<file path="src/rtl/intersection_controller_pkg.sv">
// Shared definitions for the intersection controller: lamp encodings,
// phase codes, tick-counter width and a phase-to-lamp decode helper.
package intersection_controller_pkg;

    localparam int TICK_W = 8;

    // Lamp vectors are indexed [0:2] so the literal reads R,G,Y left to right.
    typedef logic [0:2] lamp_t;

    localparam lamp_t LAMP_RED    = 3'b100;
    localparam lamp_t LAMP_GREEN  = 3'b010;
    localparam lamp_t LAMP_YELLOW = 3'b001;

    typedef enum logic [2:0] {
        PH_MAIN_GREEN  = 3'd0,
        PH_MAIN_YELLOW = 3'd1,
        PH_ALL_RED_1   = 3'd2,
        PH_SIDE_GREEN  = 3'd3,
        PH_SIDE_YELLOW = 3'd4,
        PH_ALL_RED_2   = 3'd5,
        PH_WALK        = 3'd6
    } phase_e;

    typedef struct packed {
        lamp_t main_lamp;
        lamp_t side_lamp;
    } lamps_t;

    // Any phase without a vehicle green/yellow (all-red, walk, illegal codes)
    // shows red on both roads, which keeps the conflict-free property by construction.
    function automatic lamps_t lamps_for(phase_e ph);
        lamps_t l;
        l.main_lamp = LAMP_RED;
        l.side_lamp = LAMP_RED;
        case (ph)
            PH_MAIN_GREEN:  l.main_lamp = LAMP_GREEN;
            PH_MAIN_YELLOW: l.main_lamp = LAMP_YELLOW;
            PH_SIDE_GREEN:  l.side_lamp = LAMP_GREEN;
            PH_SIDE_YELLOW: l.side_lamp = LAMP_YELLOW;
            default: ;
        endcase
        return l;
    endfunction

endpackage

</file>
<file path="src/rtl/intersection_controller_phase_timer.sv">
// phase_timer: loadable saturating down-counter that times each phase.
// Loading wins over counting; the count rests at zero until the next load.
module phase_timer
    import intersection_controller_pkg::*;
#(
    parameter logic [TICK_W-1:0] RESET_VAL = '0
) (
    input  logic              clock,
    input  logic              reset_n,
    input  logic              load,
    input  logic [TICK_W-1:0] load_val,
    output logic              zero
);

    logic [TICK_W-1:0] count_q;
    logic [TICK_W-1:0] count_d;

    // Next count: reload on phase entry, otherwise count down and stop at zero.
    always_comb begin
        // NOTE: default assigned first so no path through the block infers a latch.
        count_d = count_q;
        if (load) begin
            count_d = load_val;
        end else if (count_q != '0) begin
            count_d = count_q - 1'b1;
        end
    end

    // Count register.
    always_ff @(posedge clock or negedge reset_n) begin
        // NOTE: non-blocking assignment for all clocked state.
        if (!reset_n) begin
            count_q <= RESET_VAL;
        end else begin
            count_q <= count_d;
        end
    end

    assign zero = (count_q == '0);

endmodule

</file>
<file path="src/rtl/intersection_controller.sv">
// intersection_controller: main/side road traffic light sequencer with an
// optional pedestrian walk phase, enabled by defining INTERSECTION_PED_WALK_EN.
// Without that macro ped_req is ignored, walk is tied low and WALK is unreachable.
module intersection_controller
    import intersection_controller_pkg::*;
#(
    parameter int MAIN_MIN_TICKS   = 8,
    parameter int SIDE_GREEN_TICKS = 6,
    parameter int YELLOW_TICKS     = 3,
    parameter int ALL_RED_TICKS    = 2,
    parameter int WALK_TICKS       = 5
) (
    input  logic       clock,
    input  logic       reset_n,
    input  logic       side_req,
    input  logic       ped_req,
    output logic [0:2] main_light,
    output logic [0:2] side_light,
    output logic       walk,
    output logic [2:0] phase
);

    phase_e            phase_q;
    phase_e            phase_d;
    lamp_t             main_light_q;
    lamp_t             side_light_q;
    lamps_t            lamps_d;
    logic              side_pend_q;
    logic              side_pend_d;
    logic              ped_pend;
    logic              timer_load;
    logic [TICK_W-1:0] timer_load_val;
    logic              timer_zero;

    // Timer load value for a phase: ticks-1, so the phase lasts exactly `ticks` cycles.
    function automatic logic [TICK_W-1:0] ticks_minus1(phase_e ph);
        case (ph)
            PH_MAIN_GREEN:  return TICK_W'(MAIN_MIN_TICKS - 1);
            PH_MAIN_YELLOW,
            PH_SIDE_YELLOW: return TICK_W'(YELLOW_TICKS - 1);
            PH_SIDE_GREEN:  return TICK_W'(SIDE_GREEN_TICKS - 1);
            PH_WALK:        return TICK_W'(WALK_TICKS - 1);
            default:        return TICK_W'(ALL_RED_TICKS - 1);
        endcase
    endfunction

    // Next phase from the current phase, timer expiry and pending requests.
    always_comb begin
        phase_d = phase_q;
        case (phase_q)
            PH_MAIN_GREEN:  if (timer_zero && (side_pend_q || ped_pend)) phase_d = PH_MAIN_YELLOW;
            PH_MAIN_YELLOW: if (timer_zero) phase_d = PH_ALL_RED_1;
`ifdef INTERSECTION_PED_WALK_EN
            PH_ALL_RED_1:   if (timer_zero) phase_d = side_pend_q ? PH_SIDE_GREEN : PH_WALK;
`else
            PH_ALL_RED_1:   if (timer_zero) phase_d = PH_SIDE_GREEN;
`endif
            PH_SIDE_GREEN:  if (timer_zero) phase_d = PH_SIDE_YELLOW;
            PH_SIDE_YELLOW: if (timer_zero) phase_d = PH_ALL_RED_2;
            PH_ALL_RED_2:   if (timer_zero) phase_d = ped_pend ? PH_WALK : PH_MAIN_GREEN;
`ifdef INTERSECTION_PED_WALK_EN
            PH_WALK:        if (timer_zero) phase_d = PH_MAIN_GREEN;
`endif
            // Illegal codes (and WALK when the feature is absent) recover via all-red.
            default:        phase_d = PH_ALL_RED_2;
        endcase
    end

    // Timer reloads whenever the phase changes; lamps decode from the next phase
    // so the registered lamps switch on the same edge as the phase.
    always_comb begin
        timer_load     = (phase_d != phase_q);
        timer_load_val = ticks_minus1(phase_d);
        lamps_d        = lamps_for(phase_d);
        // A request in the entry cycle is absorbed by the phase that serves it.
        side_pend_d    = (side_pend_q | side_req) &
                         ~(timer_load && (phase_d == PH_SIDE_GREEN));
    end

    phase_timer #(
        .RESET_VAL (TICK_W'(ALL_RED_TICKS - 1))
    ) u_phase_timer (
        .clock    (clock),
        .reset_n  (reset_n),
        .load     (timer_load),
        .load_val (timer_load_val),
        .zero     (timer_zero)
    );

    // Phase, side request latch and registered lamp outputs.
    always_ff @(posedge clock or negedge reset_n) begin
        if (!reset_n) begin
            phase_q      <= PH_ALL_RED_2;
            side_pend_q  <= 1'b0;
            main_light_q <= LAMP_RED;
            side_light_q <= LAMP_RED;
        end else begin
            phase_q      <= phase_d;
            side_pend_q  <= side_pend_d;
            main_light_q <= lamps_d.main_lamp;
            side_light_q <= lamps_d.side_lamp;
        end
    end

`ifdef INTERSECTION_PED_WALK_EN
    logic ped_pend_q;
    logic ped_pend_d;
    logic walk_q;
    logic walk_d;

    // Pedestrian latch and walk lamp, following the same rules as the side latch.
    always_comb begin
        ped_pend_d = (ped_pend_q | ped_req) & ~(timer_load && (phase_d == PH_WALK));
        walk_d     = (phase_d == PH_WALK);
    end

    // Pedestrian state registers.
    always_ff @(posedge clock or negedge reset_n) begin
        if (!reset_n) begin
            ped_pend_q <= 1'b0;
            walk_q     <= 1'b0;
        end else begin
            ped_pend_q <= ped_pend_d;
            walk_q     <= walk_d;
        end
    end

    assign ped_pend = ped_pend_q;
    assign walk     = walk_q;
`else
    logic unused_ped_req;

    assign unused_ped_req = ped_req;
    assign ped_pend       = 1'b0;
    assign walk           = 1'b0;
`endif

    assign main_light = main_light_q;
    assign side_light = side_light_q;
    assign phase      = phase_q;

endmodule

</file>
<file path="config.mk">
export PLATFORM = sky130hd
export DESIGN_NAME = intersection_controller
export DESIGN_NICKNAME = d
export VERILOG_FILES = /design/src/rtl/intersection_controller_pkg.sv /design/src/rtl/intersection_controller_phase_timer.sv /design/src/rtl/intersection_controller.sv
export SDC_FILE = /design/constraint.sdc
export NUM_CORES = 1
export LEC_CHECK = 0
export BUFFER_PORTS_ARGS = -buffer_cell sky130_fd_sc_hd__buf_4
export CORE_MARGIN = 2
export CORE_UTILIZATION = 55
export CTS_CLUSTER_SIZE = 14
export DETAILED_ROUTE_END_ITERATION = 8
export HOLD_SLACK_MARGIN = 0.08
export PLACE_DENSITY = 0.84
export SYNTH_ARGS = -nofsm -noshare
export SYNTH_HDL_FRONTEND = slang
export SYNTH_SLANG_ARGS = --single-unit
</file>
<file path="constraint.sdc">
create_clock -name clock -period 2.2 [get_ports clock]
set_clock_uncertainty 0.15 [all_clocks]
set_input_delay 0.55 -clock clock [delete_from_list [all_inputs] [get_ports clock]]
set_output_delay 0.55 -clock clock [all_outputs]
set_load 0.02 [all_outputs]
</file>
### Yosys cells after proc, flatten, opt, wreduce, memory -nomap -nowiden

Cells that the tools add are included.

* bitwise operators: 3
* $add $sub $neg: 1
* multiplexer cells: 12
* reduce and logical (&&, ||, !) cells: 8
* equality and inequality tests: 10

Operator list (count)
* $mux 3: 6
* $pmux 3 s6: 1
* $mux 8: 2
* $eq 3x3->1 const B: 4
* $pmux 3 s2: 2
* $pmux 3 s4: 1
* $eq 3x2->1 const B: 3
* $logic_not 8->1: 1
* $reduce_bool 8->1: 1
* $sub 8x1->8 const B: 1
* $eq 3x1->1 const B: 2
* $logic_not 3->1: 2
* $ne 3x3->1: 1
* $logic_and 1x1->1: 2
* $reduce_bool 2->1: 1
* $reduce_or 2->1: 1
* $and 1x1->1: 1
* $not 1->1: 1
* $or 1x1->1: 1

* bits of input ports: 4
* register bits: 18

### Logic depth before layout (Yosys ltp)

* depth in word-level cells: 8
* gate-level depth with buffers: 6
* depth with buffers taken out: 6

### By module

From an unflattened synthesis, not the netlist that was laid out.

* cell total of the unflattened synthesis: 107
* area total of the unflattened synthesis: 1003.5 sq um

By module, submodules not included
* intersection_controller: cells each 53, area each 525.5 sq um, times used 1
* phase_timer: cells each 54, area each 478.0 sq um, times used 1

### Worst setup path before layout

OpenSTA, ideal clock, no wires.

* kind: register -> register
* start: reg u_phase_timer.count_q[0]
* end: reg u_phase_timer.count_q[4]
* data arrival time: 1.717 ns
* required time: 1.920 ns
* cell stages (with the launch flop): 7
* period minus slack after synthesis: 1.997 ns
* setup slack: 0.203 ns
* setup time: 0.130 ns
* path through: dfstp_2 inv_1 ha_1 nor3b_2 a2111oi_0 xnor2_1 nor2_1

* cells in the longest elaborated chain, start to end: 6
* elaborated cells on any way between the ends: 15

Ends and longest elaborated chain
* start: declaration: line intersection_controller_phase_timer.sv:15 `logic [TICK_W-1:0] count_q;`
* start signal: assignment: line intersection_controller_phase_timer.sv:35 `count_q <= count_d;`
* $logic_not 8->1: line intersection_controller_phase_timer.sv:39 `assign zero = (count_q == '0);`
* $logic_and 1x1->1: line intersection_controller.sv:51 `PH_MAIN_GREEN: if (timer_zero && (side_pend_q || ped_pend)) phase_d = PH_MAIN_YELLOW;`
* $mux 3: line intersection_controller.sv:51
* $pmux 3 s6: line intersection_controller.sv:50 `case (phase_q)`
* $ne 3x3->1: line intersection_controller.sv:72 `timer_load = (phase_d != phase_q);`
* $mux 8 or $reduce_bool 2->1 (tied branches)

Several ways; a longest one is shown, not always the timed one. The select of a mux whose other input is x is not followed.
A chain may end at the register's enable or synchronous reset.

==> metrics.md <==
| Metric | Value |
|---|---|
| Hold Path Origin | side_req |
| Per-cell routed wire length | 13.73 um |
| Core ar. | approximately 1800 sq um |
| GPL Wtd Cong | ~0.86 |
| Final worst-path cycle share | a little over nine tenths |
| Largest net degree at the start of global routing | 20 |
| Fin cells | roughly 150 |
| Cell variety after synth | between 40 and 50 |
| CTS sink cnt | 18 |
| Setup violations, final | 0 |
| Psw | a little over 700 uW |
| Clock power frac | between 10 and 15% |
| Setup TNS | 0 ns |
| Synthesized net count | 115 |
| Final Cell Area | 1169 sq um |
| CTS buffer count | 3 |
| Dpl ws | 0.1375 ns |
| Fraction of layout cells with a size suffix above 1 | approximately a quarter |
| Grt met1 use | 29.22% |
| Static leakage | approximately 0.48 nW |
| Kind of critical path | flip-flop to flip-flop |
| Met3 Track Usage GR | under 10% |
| Clock Tree Root | clkbuf_4 |
| Syn_area_per_cell | ~10 sq um |
| Status | complete, no violations |
| Internal | ~900 uW |
| Detailed Route WL | about 2000 um |
| Clock latency on the worst-skew pair | around 0.29 ns |
| Crit path launch | u_phase_timer.count_q[0] |
| Mapped Cells | 109 |
| Mapped cell area | 1060 sq um |
| Initial antenna violation count | 0 |
| First-pass GRT wire length | 3332 um |
| Fin crit period | 2.067 ns |
| Ant. Diodes | 0 |
| H-tree depth reported by CTS | 1 |
| # port buffers | 11 |
| Worst reg2reg path startpoint | u_phase_timer.count_q[0] |
| Final Hold Viols | 0 |
| Register bit total from synthesis | 18 |
| Worst path arrival time | 2.08 ns |
| Commonest non-fill, non-tap cells in the layout | buf_4, dfrtp_1, a21oi_1 |
| Ys Warns | 0 |
| Number of synthesized flops with an enable pin | 0 |
| Grt total ovfl | 0 |
| Gr usage total | 20.68% |
| Worst-case headroom to the max-slew limit | 61.30% |
| Comb pwr share | between 40% and 50% |
| Vias/cell | between 5 and 6 |
| Number of global-route vias before repair | around 750 |
| Die area | 2294 sq um |
| Drt drc | 0 |
| Actual slew at the worst max-slew pin | a little under 0.6 ns |
| Worst vdd ir | between 700 and 800 uV |
| Pwr Total | 1.605 mW |
| Final net count | 127 |
| Longest Clk Path Bufs | 2 |
| Worst-path fanout max | 9 |
| FF-to-FF path depth | 6 |
| HP Class | input port to flip-flop |
| I/O pins | 14 |
| Slowest cell delay on critical path | around 0.53 ns |
| Met2 usage | a little under a third |
| Unrepaired setup endpoints after global routing | no |
| DP Area | around 1100 sq um |
| Final Max Slew Viols | 0 |
| Post-route ant nets | 0 |
| Fill cells | 155 |
| Row cnt | 15 |
| Post-Place Cells | 140 |
| Ys flop type | dfrtp_1 |
| WHS Path Cells | 3 |
| Max cap viols | 0 |
| DR iter-0 viols | 20 |
| HPWL Detailed | 1390 um |
| GRT Max-Usage Layer | met2 |
| CTS clk-pin slew, worst paths | 0.10 ns |
| Power Density | 1374 nW/um^2 |
| Post-synth ARST share | 100.0% |
| Sw frac | a little over two fifths |
| CTS tree | done |
| Die H | ~48 um |
| Utilization after layout | about 66% |
| Setup ws final | between 0.1 and 0.15 ns |
| Critical-path cell list | inv_1 -> ha_1 -> or3b_2 -> nor2_2 -> a211o_1 -> a21oi_1 |
| Initial cell density of the core | between 60% and 70% |
| Hold slack | 0.3425 ns |
| TritonRoute pass-1 iters | 4 |
| Die W | approximately 48 um |
| Required @ worst endpoint | 2.21 ns |
| Max stage delay cell, worst path | or3b_2 |
| Fmax | about 480 MHz |
| Via count | approximately 850 |
| CP Launch Type | flip-flop |
| CP endpoint kind | flip-flop |
| Seq pwr share | a little over two fifths |
| Synthesis-to-layout area growth | 10.27% |
| Sequential share of the synthesized area | 43.09% |
[area by class of cell]
| class | count | area, sq um | area share (%) |
|---|---|---|---|
| Clock buffer | 4 | 36.28 | 3.105 |
| Sequential cell | 18 | 456.7 | 39.08 |
| Multi-Input combinational cell | 79 | 518.0 | 44.33 |
| Timing Repair Buffer | 14 | 107.6 | 9.208 |
| Tap cell | 25 | 31.28 | 2.677 |
| Inverter | 5 | 18.77 | 1.606 |
[cells in the mapped netlist, types with 2 or more instances]
| cell | n | area, sq um |
|---|---|---|
| dfrtp_1 | 13 | 325.3 |
| o22ai_1 | 3 | 18.77 |
| nor3_1 | 3 | 15.01 |
| nand3b_1 | 2 | 15.01 |
| ha_1 | 2 | 25.02 |
| nand2_1 | 7 | 26.28 |
| clkbuf_8 | 2 | 27.53 |
| nand3_1 | 4 | 20.02 |
| o21ai_0 | 5 | 25.02 |
| a31oi_1 | 2 | 12.51 |
| nor2_1 | 10 | 37.54 |
| mux2i_1 | 2 | 20.02 |
| xnor2_1 | 2 | 17.52 |
| buf_6 | 2 | 22.52 |
| or3_1 | 3 | 18.77 |
| a211oi_1 | 2 | 15.01 |
| a21oi_1 | 12 | 60.06 |
| buf_2 | 2 | 10.01 |
| inv_1 | 5 | 18.77 |
| dfstp_2 | 5 | 131.4 |
[power groups by stage]
stage          combinational [mW]  sequential (mW)  clock (mW)
6_report                    0.730            0.676       0.200
3_5_place_dp                0.722            0.680           0
5_1_grt                     0.811            0.705       0.217
3_3_place_gp                0.700            0.673           0
4_1_cts                     0.728            0.671       0.208
2_1_floorplan               0.580            0.654           0
[sequential cells by signal, indices dropped and copies added, names as in the netlist]
name                   count
main_light                 3
phase                      3
side_light                 3
side_pend_q                1
u_phase_timer.count_q      8
[repair_timing]
item / CTS / global route
hold endpoints to repair: 13 / 0
setup buffers: 0 / 0
gates resized for setup: 0 / 1
setup endpoints to repair: 0 / 1
hold buffers: 1 / 0
[metal layers]
layer	vias up	part of all wire (%)
met4	0	0.90
met2	29	46
met5	-	0
met3	4	5.6
li1	418	-
met1	398	47
[worst max-delay path, delay by kind of cell, from the launching register on]
kind / cells / cell delay (ns)
AO/OA/AOI/OAI: 2 / 0.24
adder cells (fa/ha/maj): 1 / 0.20
buffers and inverters: 1 / 0.09
flip-flops: 1 / 0.40
AND/OR/NAND/NOR: 2 / 0.86
[cells by family (layout without fill, tap and decap cells)]
logic type / count (synthesis) / after routing / share of synthesized area, %
AO/OA/AOI/OAI: 31 / 31 / 20.07
XOR/XNOR: 3 / 3 / 2.480
adder cells (fa/ha/maj): 2 / 2 / 2.361
buffers and inverters: 12 / 23 / 8.147
flip-flops: 18 / 18 / 43.09
multiplexers: 2 / 2 / 1.889
other: 1 / 1 / 0.3539
AND/OR/NAND/NOR: 40 / 40 / 21.61
[worst paths after layout]
path / to / slack, ns
min in group asynchronous: main_light[1] / 0.50
min: side_pend_q / 0.34
max in group asynchronous: u_phase_timer.count_q[0] / 1.14
max: main_light[1] / 0.13
max reg2reg: main_light[1] / 0.13
min reg2reg: u_phase_timer.count_q[0] / 0.41
(Power assumes the default switching activity.)
